--- config.mk ---
export PLATFORM = sky130hd
export DESIGN_NAME = rr_handshake_mux
export DESIGN_NICKNAME = d
export VERILOG_FILES = /design/src/rtl/rr_handshake_pkg.sv /design/src/rtl/skid_fifo2.sv /design/src/rtl/rr_handshake_mux.sv
export SDC_FILE = /design/constraint.sdc
export NUM_CORES = 1
export LEC_CHECK = 0
export BUFFER_PORTS_ARGS = -buffer_cell sky130_fd_sc_hd__buf_2
export CAP_MARGIN = 15
export CORE_UTILIZATION = 40
export CTS_CLUSTER_SIZE = 20
export DETAILED_ROUTE_END_ITERATION = 6
export GPL_TIMING_DRIVEN = 0
export HOLD_SLACK_MARGIN = 0.1
export SKIP_CTS_REPAIR_TIMING = 1
export SLEW_MARGIN = 40
export SYNTH_ARGS = -nofsm -noshare
export SYNTH_HDL_FRONTEND = slang
export SYNTH_SLANG_ARGS = --single-unit
--- constraint.sdc ---
create_clock -name CLK -period 10.9 [get_ports CLK]
set_input_delay 2.18 -clock CLK [delete_from_list [all_inputs] [get_ports CLK]]
set_output_delay 2.18 -clock CLK [all_outputs]
set_load 0.01 [all_outputs]
--- src/rtl/rr_handshake_pkg.sv ---
// Shared types and constants for the round-robin handshake merge stage.
package rr_handshake_pkg;

  localparam int WIDTH = 4;
  localparam int N     = 3;

  typedef logic [1:0]       src_idx_t;
  typedef logic [WIDTH-1:0] data_t;

  typedef struct packed {
    src_idx_t src;
    data_t    data;
  } entry_t;

  // Lane index (a + b) mod N, valid for a < N and b < N.
  function automatic src_idx_t lane_add(src_idx_t a, src_idx_t b);
    logic [2:0] sum;
    sum = {1'b0, a} + {1'b0, b};
    if (sum >= 3'(N)) sum = sum - 3'(N);
    return sum[1:0];
  endfunction

endpackage

--- src/rtl/skid_fifo2.sv ---
// Two-entry FIFO of entry_t with a registered head; the head holds its last value when empty.
module skid_fifo2
  import rr_handshake_pkg::*;
(
  input  logic       CLK,
  input  logic       RESET,
  input  logic       push,
  input  logic       pop,
  input  entry_t     push_entry,
  output entry_t     head,
  output logic [1:0] count
);

  entry_t tail;
  logic   do_push;
  logic   do_pop;

  assign do_pop  = pop && (count != 2'd0);
  assign do_push = push && ((count != 2'd2) || do_pop);

  // NOTE: sequential state uses non-blocking assignments only, so every read below sees the pre-edge value.
  always_ff @(posedge CLK) begin
    if (RESET) begin
      // NOTE: both storage entries are cleared explicitly because the head drives out_data directly after reset.
      head  <= '0;
      tail  <= '0;
      count <= 2'd0;
    end else begin
      unique case ({do_push, do_pop})
        2'b10: begin
          if (count == 2'd0) head <= push_entry;
          else               tail <= push_entry;
          count <= count + 2'd1;
        end
        2'b01: begin
          if (count == 2'd2) head <= tail;
          count <= count - 2'd1;
        end
        2'b11: begin
          // Simultaneous push and pop: count holds, order is preserved.
          if (count == 2'd1) begin
            head <= push_entry;
          end else begin
            head <= tail;
            tail <= push_entry;
          end
        end
        default: ;
      endcase
    end
  end

endmodule

--- src/rtl/rr_handshake_mux.sv ---
// Merges three ready/valid lanes round-robin into one channel through a 2-entry buffer,
// tagging each word with its source lane and counting grants per lane.
module rr_handshake_mux
  import rr_handshake_pkg::*;
(
  input  logic                 CLK,
  input  logic                 RESET,
  input  logic [N-1:0]         in_valid,
  output logic [N-1:0]         in_ready,
  input  logic [N*WIDTH-1:0]   in_data,
  output logic                 out_valid,
  input  logic                 out_ready,
  output logic [WIDTH-1:0]     out_data,
  output logic [1:0]           out_src,
  output logic [3*8-1:0]       grant_cnt
);

  src_idx_t   ptr;
  src_idx_t   cand;
  logic       cand_vld;
  logic       full;
  logic       push;
  logic       pop;
  logic [1:0] count;
  entry_t     push_entry;
  entry_t     head;
  logic [7:0] cnt [N];

  // Full comes from the registered count only, keeping out_ready off the in_ready path.
  assign full = (count == 2'd2);

  // Search ptr, ptr+1, ptr+2; iterating downwards lets the nearest valid lane win.
  always_comb begin
    // NOTE: every always_comb output gets a default first so no latch is inferred.
    cand     = '0;
    cand_vld = 1'b0;
    for (int k = N - 1; k >= 0; k--) begin
      if (in_valid[lane_add(ptr, src_idx_t'(k))]) begin
        cand     = lane_add(ptr, src_idx_t'(k));
        cand_vld = 1'b1;
      end
    end
  end

  always_comb begin
    in_ready = '0;
    if (!RESET && !full && cand_vld) in_ready[cand] = 1'b1;
  end

  assign push            = |(in_valid & in_ready);
  assign pop             = out_valid && out_ready;
  assign push_entry.src  = cand;
  assign push_entry.data = in_data[cand*WIDTH +: WIDTH];

  always_ff @(posedge CLK) begin
    if (RESET) begin
      ptr <= '0;
    end else if (push) begin
      ptr <= lane_add(cand, src_idx_t'(1));
    end
  end

  always_ff @(posedge CLK) begin
    for (int i = 0; i < N; i++) begin
      if (RESET) begin
        cnt[i] <= '0;
      end else if (push && (cand == src_idx_t'(i)) && (cnt[i] != 8'hFF)) begin
        cnt[i] <= cnt[i] + 8'd1;
      end
    end
  end

  always_comb begin
    grant_cnt = '0;
    for (int i = 0; i < N; i++) grant_cnt[i*8 +: 8] = cnt[i];
  end

  skid_fifo2 u_fifo (
    .CLK        (CLK),
    .RESET      (RESET),
    .push       (push),
    .pop        (pop),
    .push_entry (push_entry),
    .head       (head),
    .count      (count)
  );

  assign out_valid = (count != 2'd0);
  assign out_data  = head.data;
  assign out_src   = head.src;

endmodule

==> flow_summary.toml <==
[status]
status = "completed"

[timing]
fin_worst_skew_ps = 7.41
max-slew-margin-rel = 0.501
final-max-slew-violation-count = 0
fin_crit_ps = 6000
setup_viol = 0
holdWs_ps = 483
hold_violations = 0
tns_ps = 0
worst_slack_ps = 4900
tightest_slew_ps = 748
fin_crit_sh = 0.551
fmax_ghz = 0.167
rsz0062_at_grt = "no"

[die]
row_count = 28
ioPinCount = 52
core_um2 = 6030
die_y_um = 81.9
floorplan.initialDensity = 0.424
die-area_um2 = 6700
die_x_um = 81.9

[place]
port_buffers = 51
place_congestion = 0.788
hpwl_mm = 4.23
dpl_worst_slack_ps = 4900
dp.cells = 390

[pwr]
total_power_w = 0.000635
peakVddDrop_v = 0.000103
power.density_nw_per_um2 = 213
leakagePower_nw = 1.24

[logic_synthesis]
yosys-top-cells-count = "28 x nor2_1, 24 x edfxtp_1, 17 x inv_1, 17 x xor2_1"
synth_cells = 264
avgSynthCellArea_um2 = 9.67
yosysUniqueCellTypes = 51
syn_nets = 295
synth_top_area_share = 0.282
yosysTopAreaCell = "edfxtp_1"
ys_ff_latch = 40
yosys_most_used_dff = "edfxtp_1"
synth_seq_area_share = 0.408
synth_edf_count = 24
synthArstFlopShare = 0
synthTopCellsByArea = "edfxtp_1 28%, dfxtp_1 13%, ha_1 6.4%"
syn_area_um2 = 2550
ys_warn_count = 0
yosysMostFrequentCell = "nor2_1"

[clocking]
cts_tree = "yes"
clock-sinks = 40
htree_levels = 2
clk_latency_ps = 290
cts_made_buffers = 5
cts-root-buf = "clkbuf_8"
clk_pin_slew_worst_paths_ps = 80
clk_path_buf_depth = 2

[worst_setup_path]
crit_path_frequent_cell = "buf_2"
crit_slowest_cell = "clkbuf_1"
crit_fanout = 9
crit_end = "in_ready[2]"
rr_startpoint = "ptr[0]$_SDFFE_PP0N_"
cp_cell_sequence = "buf_2, mux2i_1, or2_1, clkbuf_1, and2_1, inv_2, ha_1, inv_1, nor2_1, buf_2"
cp_slowest_stage_delay_ps = 330
worst-setup-path-type = "in2out"
reg2reg_slack_ps = 6720
cp.arrival_ps = 3820
critPathLaunchType = "input pin"
critical_path.startpoint = "in_valid[2]"
rr_worst_depth = 17
cp-end-kind = "primary output"
worstPathRequired_ps = 8720
timing.rr.end = "u_fifo.head[0]$_SDFFE_PP0P_"

[worst_hold_path]
hold_path.class = "reg2reg"
whs_path_depth = 2

[flow_run]
max_cap_violations = 0

[grt]
grtUsageTotal = 0.187
grt_pass1_wl_mm = 9.54
grt_pass1_vias = 1965
grt_max_degree = 13
antenna_found_initial = 0
grt_overflow = 0

[drt]
wirelength_mm = 5.78
vias = 2157
routed_via_density = 5.42
ant_nets = 0
dr.pass1.iters = 4
drc_errors = 0
wl_per_cell_um = 14.5
drtIter0Drc = 88

[layout]
drive_above_1_share = 0.232
layout.cells.non_filler = 398
insertedDiodeCount = 0
syn2layout_area_growth_pct = 16.9
layout.nets = 353
worst max-delay path: cells and delay by family:
family | cells | cell delay, ps
fa+ha+maj | 1 | 250
buf+inv | 5 | 780
mux | 1 | 120
simple gates | 3 | 480
sequential cells by signal (all words and copies together) (netlist names):
register,count
u_fifo.head,6
u_fifo.count,2
cnt,24
ptr,2
u_fifo.tail,6
through the flow:
| step | instance area (µm²) | util |
|---|---|---|
| after floorplan | 2550 | - |
| after global placement | 2900 | 0.482 |
| after detailed placement | 2900 | 0.482 |
| after CTS | 2980 | 0.495 |
| after global routing | 2980 | 0.495 |
| final | 2980 | 0.495 |
final cells by class:
type / count / area (µm²)
tap: 75 / 93.8
multi-input combinational: 195 / 1390
buffer: 11 / 57.6
sequential: 40 / 1040
clock buffer: 7 / 76.3
fill: 604 / 3040
clock inverter: 1 / 5.00
timing repair buffer: 51 / 255
inverter: 18 / 67.6
layer usage:
metal  vias up  GRT usage  wire length [µm]
met3         7     0.0411               269
li1       1091          -                 -
met4         0     0.0509                92
met5         -          0                 0
met1      1003      0.253              2780
met2        56      0.300              2630
worst min path at each step:
| stage | startpoint | slack (ps) | end |
|---|---|---|---|
| global route | u_fifo.tail[0]$_SDFFE_PP0P_ | 520 | u_fifo.tail[0]$_SDFFE_PP0P_ |
| floorplan | ptr[0]$_SDFFE_PP0N_ | 460 | ptr[0]$_SDFFE_PP0N_ |
| global placement | u_fifo.tail[0]$_SDFFE_PP0P_ | 470 | u_fifo.head[0]$_SDFFE_PP0P_ |
| detailed placement | u_fifo.tail[2]$_SDFFE_PP0P_ | 480 | u_fifo.head[2]$_SDFFE_PP0P_ |
| CTS | u_fifo.tail[2]$_SDFFE_PP0P_ | 490 | u_fifo.head[2]$_SDFFE_PP0P_ |
| finish | u_fifo.tail[2]$_SDFFE_PP0P_ | 480 | u_fifo.head[2]$_SDFFE_PP0P_ |
power by group:
group,switching [W],internal [W]
Sequential,0.0000344,0.000210
Clock,0.0000514,0.0000450
Combinational,0.000170,0.000124
Total,0.000256,0.000379
cells in the final DEF, fill, tap and decap left out, types with 2 or more instances in the layout:
master | netlist | routed
clkbuf_1 | 4 | 6
o31ai_1 | 4 | 4
nand2b_1 | 5 | 5
o21ai_0 | 5 | 5
buf_1 | 3 | 3
a21oi_1 | 3 | 3
nand4_1 | 3 | 3
o41ai_1 | 2 | 2
and3_1 | 5 | 5
clkbuf_8 | 0 | 5
or2_1 | 3 | 3
buf_2 | 1 | 52
nand3_1 | 16 | 16
and3_2 | 4 | 4
o21bai_1 | 2 | 2
mux2i_1 | 4 | 4
xor2_1 | 17 | 17
and2_1 | 3 | 3
a211oi_1 | 8 | 8
a2111oi_2 | 4 | 4
inv_1 | 17 | 17
dfxtp_1 | 16 | 16
ha_1 | 13 | 13
nand2_1 | 14 | 14
edfxtp_1 | 24 | 24
xnor2_1 | 3 | 3
a21boi_0 | 5 | 5
a311oi_1 | 11 | 11
nor3_1 | 11 | 11
nor2b_1 | 3 | 3
nor2_1 | 28 | 28
buf_4 | 2 | 2
a22oi_1 | 2 | 2
kinds of logic (layout without fill, tap and decap cells):
| kind of cell | after synthesis | after routing | share of synthesized area |
|---|---|---|---|
| and+or+nand+nor | 101 | 101 | 0.209 |
| adders and majority gates | 13 | 13 | 0.0637 |
| buffers and inverters | 29 | 88 | 0.0490 |
| DFF | 40 | 40 | 0.408 |
| AOI/OAI and AO/OA | 57 | 57 | 0.186 |
| muxes | 4 | 4 | 0.0157 |
| xor gates and xnor gates | 20 | 20 | 0.0686 |
Power figures use the tool's default switching activity.
